==> config.mk <==
export PLATFORM = sky130hd
export DESIGN_NAME = uart_coord_receiver
export DESIGN_NICKNAME = d
export VERILOG_FILES = /design/src/rtl/coord_link_pkg.sv /design/src/rtl/uart_rx_byte.sv /design/src/rtl/uart_coord_receiver.sv
export SDC_FILE = /design/constraint.sdc
export NUM_CORES = 1
export LEC_CHECK = 0
export CAP_MARGIN = 10
export CORE_ASPECT_RATIO = 0.75
export CORE_UTILIZATION = 53
export CTS_BUF_LIST = sky130_fd_sc_hd__clkbuf_8
export DETAILED_ROUTE_END_ITERATION = 8
export GPL_ROUTABILITY_DRIVEN = 0
export GPL_TIMING_DRIVEN = 0
export PLACE_DENSITY = 0.79
export SYNTH_ARGS = -nofsm -noshare
export SYNTH_HDL_FRONTEND = slang
export SYNTH_HIERARCHICAL = 1
export SYNTH_SLANG_ARGS = --single-unit
==> constraint.sdc <==
create_clock -name clk -period 4.4 [get_ports clk]
set_input_delay 0.88 -clock clk [delete_from_list [all_inputs] [get_ports clk]]
set_output_delay 0.88 -clock clk [all_outputs]
set_load 0.1 [all_outputs]
==> src/rtl/coord_link_pkg.sv <==
`default_nettype none
// ============================================================================
// Module      : coord_link_pkg
// Description : Shared definitions for the ESP32 coordinate link.
//               Holds the frame delimiters, the frame-parser state encodings
//               and the frame checksum function.
// Revision    : 1.0 - initial release
// ============================================================================
package coord_link_pkg;

    // Frame delimiters: HDR, LAT, LON, CHK, TRL
    localparam logic [7:0] FRAME_HDR = 8'hA5;
    localparam logic [7:0] FRAME_TRL = 8'h5A;

    // Frame-parser state encodings
    localparam logic [2:0] ST_WAIT_HDR = 3'd0;
    localparam logic [2:0] ST_GET_LAT  = 3'd1;
    localparam logic [2:0] ST_GET_LON  = 3'd2;
    localparam logic [2:0] ST_GET_CHK  = 3'd3;
    localparam logic [2:0] ST_GET_TRL  = 3'd4;

    // The checksum folds in the header so that an all-zero payload
    // does not yield an all-zero checksum.
    function automatic logic [7:0] frame_checksum(input logic [7:0] lat,
                                                  input logic [7:0] lon);
        return FRAME_HDR ^ lat ^ lon;
    endfunction

endpackage : coord_link_pkg
`default_nettype wire

==> src/rtl/uart_rx_byte.sv <==
`default_nettype none
// ============================================================================
// Module      : uart_rx_byte
// Description : 8N1 UART byte receiver with a 2-FF input synchronizer.
//               Emits a 1-cycle byte_valid_o with the received byte, or a
//               1-cycle byte_err_o when the stop bit is sampled low.
// Ports       : clk          - system clock
//               reset        - synchronous, active-low reset
//               rx_i         - asynchronous UART line, idle high
//               byte_o       - last received byte (valid with byte_valid_o)
//               byte_valid_o - 1-cycle pulse, byte received with good stop
//               byte_err_o   - 1-cycle pulse, stop bit sampled low
// Revision    : 1.0 - initial release
// ============================================================================
module uart_rx_byte #(
    parameter int CLKS_PER_BIT = 434
) (
    input  logic       clk,
    input  logic       reset,
    input  logic       rx_i,
    output logic [7:0] byte_o,
    output logic       byte_valid_o,
    output logic       byte_err_o
);

    localparam int CNT_W = $clog2(CLKS_PER_BIT);
    localparam logic [CNT_W-1:0] C_BIT_LAST  = CNT_W'(CLKS_PER_BIT - 1);
    localparam logic [CNT_W-1:0] C_HALF_LAST = CNT_W'(CLKS_PER_BIT / 2 - 1);

    localparam logic [2:0] RX_IDLE  = 3'd0;
    localparam logic [2:0] RX_START = 3'd1;
    localparam logic [2:0] RX_DATA  = 3'd2;
    localparam logic [2:0] RX_STOP  = 3'd3;
    // Entered after a framing error: the line must return high before a
    // new start bit is looked for.
    localparam logic [2:0] RX_BREAK = 3'd4;

    logic             rx_meta_q, rx_sync_q, rx_prev_q;
    logic [2:0]       state_q, state_d;
    logic [CNT_W-1:0] cnt_q, cnt_d;
    logic [2:0]       bit_q, bit_d;
    logic [7:0]       shift_q, shift_d;
    logic [7:0]       byte_q, byte_d;
    logic             valid_q, valid_d;
    logic             err_q, err_d;
    logic             fall;

    // Synchronizer flops reset high so that reset never looks like a start bit
    always_ff @(posedge clk) begin
        if (!reset) begin
            rx_meta_q <= 1'b1;
            rx_sync_q <= 1'b1;
            rx_prev_q <= 1'b1;
        end else begin
            rx_meta_q <= rx_i;
            rx_sync_q <= rx_meta_q;
            rx_prev_q <= rx_sync_q;
        end
    end

    assign fall = rx_prev_q & ~rx_sync_q;

    always_comb begin
        state_d = state_q;
        cnt_d   = cnt_q;
        bit_d   = bit_q;
        shift_d = shift_q;
        byte_d  = byte_q;
        valid_d = 1'b0;
        err_d   = 1'b0;
        case (state_q)
            RX_IDLE: begin
                if (fall) begin
                    state_d = RX_START;
                    cnt_d   = '0;
                end
            end
            RX_START: begin
                if (cnt_q == C_HALF_LAST) begin
                    cnt_d = '0;
                    bit_d = 3'd0;
                    // A start bit that has already gone high is a glitch
                    state_d = rx_sync_q ? RX_IDLE : RX_DATA;
                end else begin
                    cnt_d = cnt_q + CNT_W'(1);
                end
            end
            RX_DATA: begin
                if (cnt_q == C_BIT_LAST) begin
                    cnt_d   = '0;
                    shift_d = {rx_sync_q, shift_q[7:1]};
                    if (bit_q == 3'd7) begin
                        state_d = RX_STOP;
                    end else begin
                        bit_d = bit_q + 3'd1;
                    end
                end else begin
                    cnt_d = cnt_q + CNT_W'(1);
                end
            end
            RX_STOP: begin
                if (cnt_q == C_BIT_LAST) begin
                    cnt_d = '0;
                    if (rx_sync_q) begin
                        byte_d  = shift_q;
                        valid_d = 1'b1;
                        state_d = RX_IDLE;
                    end else begin
                        err_d   = 1'b1;
                        state_d = RX_BREAK;
                    end
                end else begin
                    cnt_d = cnt_q + CNT_W'(1);
                end
            end
            RX_BREAK: begin
                if (rx_sync_q) begin
                    state_d = RX_IDLE;
                end
            end
            default: state_d = RX_IDLE;
        endcase
    end

    always_ff @(posedge clk) begin
        if (!reset) begin
            state_q <= RX_IDLE;
            cnt_q   <= '0;
            bit_q   <= 3'd0;
            shift_q <= 8'h00;
            byte_q  <= 8'h00;
            valid_q <= 1'b0;
            err_q   <= 1'b0;
        end else begin
            state_q <= state_d;
            cnt_q   <= cnt_d;
            bit_q   <= bit_d;
            shift_q <= shift_d;
            byte_q  <= byte_d;
            valid_q <= valid_d;
            err_q   <= err_d;
        end
    end

    assign byte_o       = byte_q;
    assign byte_valid_o = valid_q;
    assign byte_err_o   = err_q;

endmodule : uart_rx_byte
`default_nettype wire

==> src/rtl/uart_coord_receiver.sv <==
`default_nettype none
// ============================================================================
// Module      : uart_coord_receiver
// Description : Receives A5/LAT/LON/CHK/5A coordinate frames from the ESP32
//               LoRa board, validates them and presents the accepted
//               latitude/longitude bytes plus a sticky ready level to the
//               LCD1602 controller.
// Ports       : clk         - system clock
//               reset       - synchronous, active-low reset
//               rx_i        - asynchronous UART line, idle high
//               latitud     - last accepted latitude byte
//               longitud    - last accepted longitude byte
//               ready_o     - high once the first valid frame was accepted
//               frame_ok_o  - 1-cycle pulse per accepted frame
//               frame_err_o - 1-cycle pulse per rejected frame
// Revision    : 1.0 - initial release
// ============================================================================
module uart_coord_receiver #(
    parameter int CLK_FREQ           = 50_000_000,
    parameter int BAUD               = 115200,
    parameter int CLKS_PER_BIT       = CLK_FREQ / BAUD,
    parameter int FRAME_TIMEOUT_CLKS = 20 * CLKS_PER_BIT * 10
) (
    input  logic       clk,
    input  logic       reset,
    input  logic       rx_i,
    output logic [7:0] latitud,
    output logic [7:0] longitud,
    output logic       ready_o,
    output logic       frame_ok_o,
    output logic       frame_err_o
);

    import coord_link_pkg::*;

    localparam int TMO_W = $clog2(FRAME_TIMEOUT_CLKS + 1);
    localparam logic [TMO_W-1:0] C_TMO_LIMIT = TMO_W'(FRAME_TIMEOUT_CLKS);

    logic [7:0]       rx_byte;
    logic             rx_valid;
    logic             rx_err;

    logic [2:0]       state_q, state_d;
    logic [7:0]       lat_q, lat_d;
    logic [7:0]       lon_q, lon_d;
    logic [7:0]       chk_q, chk_d;
    logic [TMO_W-1:0] tmo_q, tmo_d;
    logic [7:0]       latitud_q, latitud_d;
    logic [7:0]       longitud_q, longitud_d;
    logic             ready_q, ready_d;
    logic             ok_q, ok_d;
    logic             err_q, err_d;

    uart_rx_byte #(
        .CLKS_PER_BIT (CLKS_PER_BIT)
    ) u_rx (
        .clk          (clk),
        .reset        (reset),
        .rx_i         (rx_i),
        .byte_o       (rx_byte),
        .byte_valid_o (rx_valid),
        .byte_err_o   (rx_err)
    );

    // Byte events take precedence over the timeout, and at most one of
    // ok_d/err_d is set per cycle, so the two pulses can never overlap.
    always_comb begin
        state_d    = state_q;
        lat_d      = lat_q;
        lon_d      = lon_q;
        chk_d      = chk_q;
        latitud_d  = latitud_q;
        longitud_d = longitud_q;
        ready_d    = ready_q;
        ok_d       = 1'b0;
        err_d      = 1'b0;
        // Saturating idle counter, cleared by every received byte
        tmo_d      = (tmo_q == C_TMO_LIMIT) ? tmo_q : tmo_q + TMO_W'(1);

        if (rx_valid) begin
            tmo_d = '0;
            case (state_q)
                ST_WAIT_HDR: begin
                    if (rx_byte == FRAME_HDR) begin
                        state_d = ST_GET_LAT;
                    end
                end
                ST_GET_LAT: begin
                    lat_d   = rx_byte;
                    state_d = ST_GET_LON;
                end
                ST_GET_LON: begin
                    lon_d   = rx_byte;
                    state_d = ST_GET_CHK;
                end
                ST_GET_CHK: begin
                    chk_d   = rx_byte;
                    state_d = ST_GET_TRL;
                end
                ST_GET_TRL: begin
                    if ((rx_byte == FRAME_TRL) &&
                        (chk_q == frame_checksum(lat_q, lon_q))) begin
                        latitud_d  = lat_q;
                        longitud_d = lon_q;
                        ready_d    = 1'b1;
                        ok_d       = 1'b1;
                    end else begin
                        err_d = 1'b1;
                    end
                    state_d = ST_WAIT_HDR;
                end
                default: state_d = ST_WAIT_HDR;
            endcase
        end else if (rx_err) begin
            // A corrupted byte only matters once a frame has started
            if (state_q != ST_WAIT_HDR) begin
                err_d   = 1'b1;
                state_d = ST_WAIT_HDR;
            end
        end else if ((state_q != ST_WAIT_HDR) && (tmo_q == C_TMO_LIMIT)) begin
            err_d   = 1'b1;
            state_d = ST_WAIT_HDR;
        end
    end

    always_ff @(posedge clk) begin
        if (!reset) begin
            state_q    <= ST_WAIT_HDR;
            lat_q      <= 8'h00;
            lon_q      <= 8'h00;
            chk_q      <= 8'h00;
            tmo_q      <= '0;
            latitud_q  <= 8'h00;
            longitud_q <= 8'h00;
            ready_q    <= 1'b0;
            ok_q       <= 1'b0;
            err_q      <= 1'b0;
        end else begin
            state_q    <= state_d;
            lat_q      <= lat_d;
            lon_q      <= lon_d;
            chk_q      <= chk_d;
            tmo_q      <= tmo_d;
            latitud_q  <= latitud_d;
            longitud_q <= longitud_d;
            ready_q    <= ready_d;
            ok_q       <= ok_d;
            err_q      <= err_d;
        end
    end

    assign latitud     = latitud_q;
    assign longitud    = longitud_q;
    assign ready_o     = ready_q;
    assign frame_ok_o  = ok_q;
    assign frame_err_o = err_q;

endmodule : uart_coord_receiver
`default_nettype wire
* After elaboration in Yosys (flattened, before gate mapping)
Cells that the tools add are included.
** Word-level totals
- Flip-flop bits (word level) :: 99
- Input port bits :: 3
- Output and inout bits :: 19
** Operators by class
- Add/sub/neg operators :: 3
- Equal/unequal tests :: 24
- Mux-type cells :: 32
- Bitwise logic cells :: 5
- Reduce and logical (&&, ||, !) cells :: 22
** Operators by type and width (count)
- 3-bit two-way mux :: 15
- 9-bit two-way mux :: 3
- 9-bit case mux with 3 select lines :: 1
- 17-bit by 1-bit adder with 17-bit output, second input constant :: 1
- 17-bit equality test, second input constant :: 1
- 3-bit case mux with 5 select lines :: 1
- 3-bit AND reduction :: 5
- 3-bit by 2-bit equality test with 1-bit output, second input constant :: 4
- 2-bit by 1-bit != test with 1-bit output, second input constant :: 6
- 3-bit case mux with 4 select lines :: 1
- 2-bit AND reduction :: 5
- 9-bit by 1-bit adder with 9-bit output, second input constant :: 1
- 3-bit equality test, second input constant :: 3
- 9-bit by 8-bit equality test with 1-bit output, second input constant :: 1
- 9-bit equality test, second input constant :: 1
- 1-bit two-way mux :: 9
- 3-bit nonzero test :: 3
- 8-bit by 7-bit equality test with 1-bit output, second input constant :: 1
- 8-bit equality test :: 1
- 8-bit equality test, second input constant :: 1
- 8-bit XOR :: 1
- 3-bit by 1-bit equality test with 1-bit output, second input constant :: 2
- 3-bit logical NOT :: 2
- 3-bit case mux with 2 select lines :: 1
- other kinds (13) :: 16

* Logic depth before layout (Yosys ltp)
- Depth in word-level cells :: 7
- Mapped depth :: 7

* By module
The synthesis kept the hierarchy.
** By module, submodules not included
- uart_coord_receiver :: instances 1, cells each 313, area each 2931.6 um^2
- uart_rx_byte :: instances 1, cells each 178, area each 1731.7 um^2

* Least setup slack after synthesis
Ideal clock, no wire load.
- Path type :: flip-flop to flip-flop
- Start :: reg u_rx.byte_q[0], in the netlist u_rx/byte_o[0]
- End :: reg latitud_q[0], in the netlist latitud[0]
- Data arrival time :: 1.948 ns
- Path slack :: 2.380 ns
- Stages on the path, launching flop included :: 7
- Buffers on the path :: 2
- Clock period less this slack :: 2.020 ns
- Cells stage by stage :: dfxtp_1 or4b_4 or3_4 nor4_4 buf_6 buf_12 mux2i_1
** On the way
- Cells in the longest elaborated chain, start to end :: 3
** Ends and longest elaborated chain
- from (decl) :: line uart_rx_byte.sv:43 : logic [7:0] byte_q, byte_d;
- from (signal assigned) :: line uart_rx_byte.sv:139 : byte_q <= byte_d;
- 8-bit by 7-bit equality test with 1-bit output :: line uart_coord_receiver.sv:101 : if ((rx_byte == FRAME_TRL) &&
- 1-bit logical AND :: line uart_coord_receiver.sv:101
- 3-bit AND reduction (no line)
- to (signal assigned) :: line uart_coord_receiver.sv:144 : latitud_q <= latitud_d;
- to (decl) :: line uart_coord_receiver.sv:48 : logic [7:0] latitud_q, latitud_d;
No other way between the ends.
A chain may end at the register's enable or synchronous reset.

* Worst setup path after layout
- Start :: reg latitud_q[4], in the netlist latitud[4]
- End :: out latitud[4]
** RTL lines
- to (decl) :: line uart_coord_receiver.sv:27 : output logic [7:0] latitud,
No word-level cell between the ends.

==> flow_summary.ini <==
[status]
status = finished, final reports clean

[layout]
diodes = 0
layout-drive-gt1-share_pct = 6.452
multi_input_area_um2 = 2524
area_growth_pct = 12.34
regArea_um2 = 1982
layout_commonest_cell = dfxtp_1
nFillCells = 749
final_cell_mix = 99 x dfxtp_1, 90 x nand2_1, 46 x mux2i_1
finalNetCount = 533
stdcell_count = 635

[cts]
clk_pin_slew_worst_paths_ns = 0.09
numClockSinks = 99
tritoncts = built
htreeDepth = 3
cts_root_buf = clkbuf_8
ctsResizeCount = 0
cts_setup_buffers = 0
cts_made_buffers = 9
holdBufCountCts = 0
clkLatencyLatePin_ns = 0.36
clk_path_buf_depth = 2

[worst_setup_path]
startpoint = latitud[4]
critical_path_depth = 1
required_ns = 3.52
crit_arrival_ns = 1.88
crit_path_cell_trace = clkdlybuf4s50_1
cp_max_fo = 2
startpoint_type = flip-flop
endpoint = latitud[4]
rr_endpoint = latitud[1]
r2r_start = u_rx/byte_o[0]
critPathKind = flip-flop to output pin
slowest_delay_ns = 1.16
critPathTopFamily = buffers and inverters
end_kind = output pin
reg2reg_depth = 6
cpMaxStageDelayCell = clkdlybuf4s50_1
crit_buf_inv = 1
rrSetupSlack_ns = 2.14

[timing]
tightest_slew_ns = 1.142
fin_crit_sh_pct = 62.79
hold_viol = 0
setup_viol_count_final = 0
rsz0062_at_grt = false
slew_headroom_pct = 23.30
period_minus_slack_ns = 2.763
clock_skew_ns = 0.009758
tns_ns = 0
slew_violations = 0
fmax_ghz = 0.3620

[global_route]
grt_usage_pct = 23.01
grt-ovfl-total = 0
antenna_found_initial = 0
grt_first_pass_wirelength_mm = 16.55
grt_max_degree = 16
grt_pass1_vias = 3533

[worst_hold_path]
hold_path_class = flip-flop to flip-flop

[yosys]
synth-seq-cells = 99
synth_cell_type_count = 62
syn_inst = 491
ys_seq_area_share_pct = 42.50
async_reset_ff_share_pct = 0
syn-cell-area_um2 = 4663
synth_fp_nets = 501
synthFlopType = dfxtp_1
syn_avg_cell_area_um2 = 9.497
synth_edf_count = 0
yosys_warnings = 6

[placed_design]
dp_cells = 620
portBuffers = 21
dp_hpwl_mm = 6.890

[power]
vdd_drop_max_mv = 0.2377
p_per_area_nw_per_um2 = 330.0
p_leak_nw = 1.754

[die]
dieHeight_um = 83.24
core-area_um2 = 8491
rows = 29
pin_count = 22
die_x_um = 110.3
dieArea_um2 = 9182
start_util_pct = 54.92

[drt]
wl_met3_um = 496
route.top_layer_used = met4
drt-total-wl_mm = 9.735
drt_iter0_drc = 146
ant_nets = 0
route.detailed.drc = 0
drt-pass1-iter-count = 4
via_per_inst = 5.635
wl_per_cell_um = 15.33
wl_met2_mm = 4.438
dr_total_vias = 3578
met1_length_mm = 4.698

[flow_run]
cap_violations = 0
-- report_power, final --
part           internal (mW)  leakage [nW]  switching, mW
clock                  0.371         0.116          0.298
sequential             0.907         0.799         0.0182
combinational         0.0555         0.839         0.0783
-- layer usage --
| metal | global-route usage, % | up-vias |
|---|---|---|
| li1 | - | 1774 |
| met1 | 32.62 | 1711 |
| met2 | 35.06 | 84 |
| met3 | 4.867 | 9 |
| met4 | 6.579 | 0 |
| met5 | 0 | - |
-- cells by family after synthesis --
| family | Yosys count | synth area share, % |
|---|---|---|
| fa+ha+maj | 7 | 1.878 |
| simple gates | 218 | 25.89 |
| xor+xnor | 18 | 5.769 |
| buf+inv | 34 | 3.381 |
| mux | 46 | 9.874 |
| flops | 99 | 42.50 |
| compound gates | 69 | 10.71 |
-- cell usage after synthesis (2+ instances only) --
cell / instances / area share [%]
nor4_1: 4 / 0.54
nand3_1: 15 / 1.6
inv_2: 2 / 0.16
dfxtp_1: 99 / 43
and2_1: 4 / 0.54
inv_1: 9 / 0.72
nand3b_1: 2 / 0.32
nor4bb_1: 3 / 0.64
nor4_4: 2 / 0.91
a21o_1: 2 / 0.32
or4b_1: 2 / 0.43
xnor2_1: 2 / 0.38
a2111oi_0: 3 / 0.56
o31a_1: 3 / 0.56
nand2_1: 90 / 7.2
buf_1: 2 / 0.16
o21ai_1: 5 / 0.54
and4_1: 2 / 0.38
nand4_1: 6 / 0.81
o21ai_0: 2 / 0.21
o21a_1: 6 / 0.97
clkbuf_1: 16 / 1.3
nor2b_1: 28 / 3.8
a21boi_1: 23 / 3.7
nand2b_1: 7 / 0.94
nor3b_1: 2 / 0.32
nand4b_1: 2 / 0.38
xnor3_1: 7 / 3.4
and4b_1: 3 / 0.64
or3_1: 6 / 0.81
buf_2: 2 / 0.21
xor2_1: 8 / 1.5
and3_1: 2 / 0.27
nor3_1: 7 / 0.75
nor2_1: 19 / 1.5
ha_1: 7 / 1.9
o22ai_1: 8 / 1.1
mux2i_1: 46 / 9.9
a21oi_1: 10 / 1.1
-- state kept, by name, summed over array words and instances, names as in the netlist, 3 cells and up --
| name | flops |
|---|---|
| chk_q | 8 |
| lat_q | 8 |
| latitud | 8 |
| lon_q | 8 |
| longitud | 8 |
| state_q | 3 |
| tmo_q | 17 |
| u_rx/bit_q | 3 |
| u_rx/byte_o | 8 |
| u_rx/cnt_q | 9 |
| u_rx/shift_q | 8 |
| u_rx/state_q | 3 |
-- layout make-up --
cell class                      count  share of cell area (%)
Clock buffer                        9                   2.364
Multi-Input combinational cell    358                   48.17
Timing Repair Buffer               21                   4.012
Inverter                           11                  0.7882
Sequential cell                    99                   37.83
Buffer                             23                   2.221
Tap cell                          108                   2.579
Clock inverter                      6                   2.030
-- worst min-delay path by stage --
stage               slack, ns             end           start  cells past startpoint
floorplan                0.39  u_rx/rx_sync_q  u_rx/rx_meta_q                      1
detailed placement       0.40  u_rx/rx_sync_q  u_rx/rx_meta_q                      1
global route             0.44  u_rx/rx_sync_q  u_rx/rx_meta_q                      1
global placement         0.39  u_rx/rx_sync_q  u_rx/rx_meta_q                      1
CTS                      0.42  u_rx/rx_sync_q  u_rx/rx_meta_q                      1
finish                   0.42  u_rx/rx_sync_q  u_rx/rx_meta_q                      1
-- through the flow --
| stage | utilization [%] | cell area, um2 | worst slack, ns | hold slack (ns) | power, mW |
|---|---|---|---|---|---|
| 3_3_place_gp | 58.99 | 5009 | 1.667 | 0.3909 | 1.072 |
| 2_1_floorplan | - | 4663 | 2.380 | 0.3863 | 1.044 |
| 6_report | 61.70 | 5239 | 1.637 | 0.4173 | 1.729 |
| 3_5_place_dp | 58.99 | 5009 | 1.615 | 0.4019 | 1.079 |
| 4_1_cts | 61.70 | 5239 | 1.618 | 0.4221 | 1.740 |
| 5_1_grt | 61.70 | 5239 | 1.605 | 0.4376 | 1.796 |
Power figures use the tool's default switching activity.
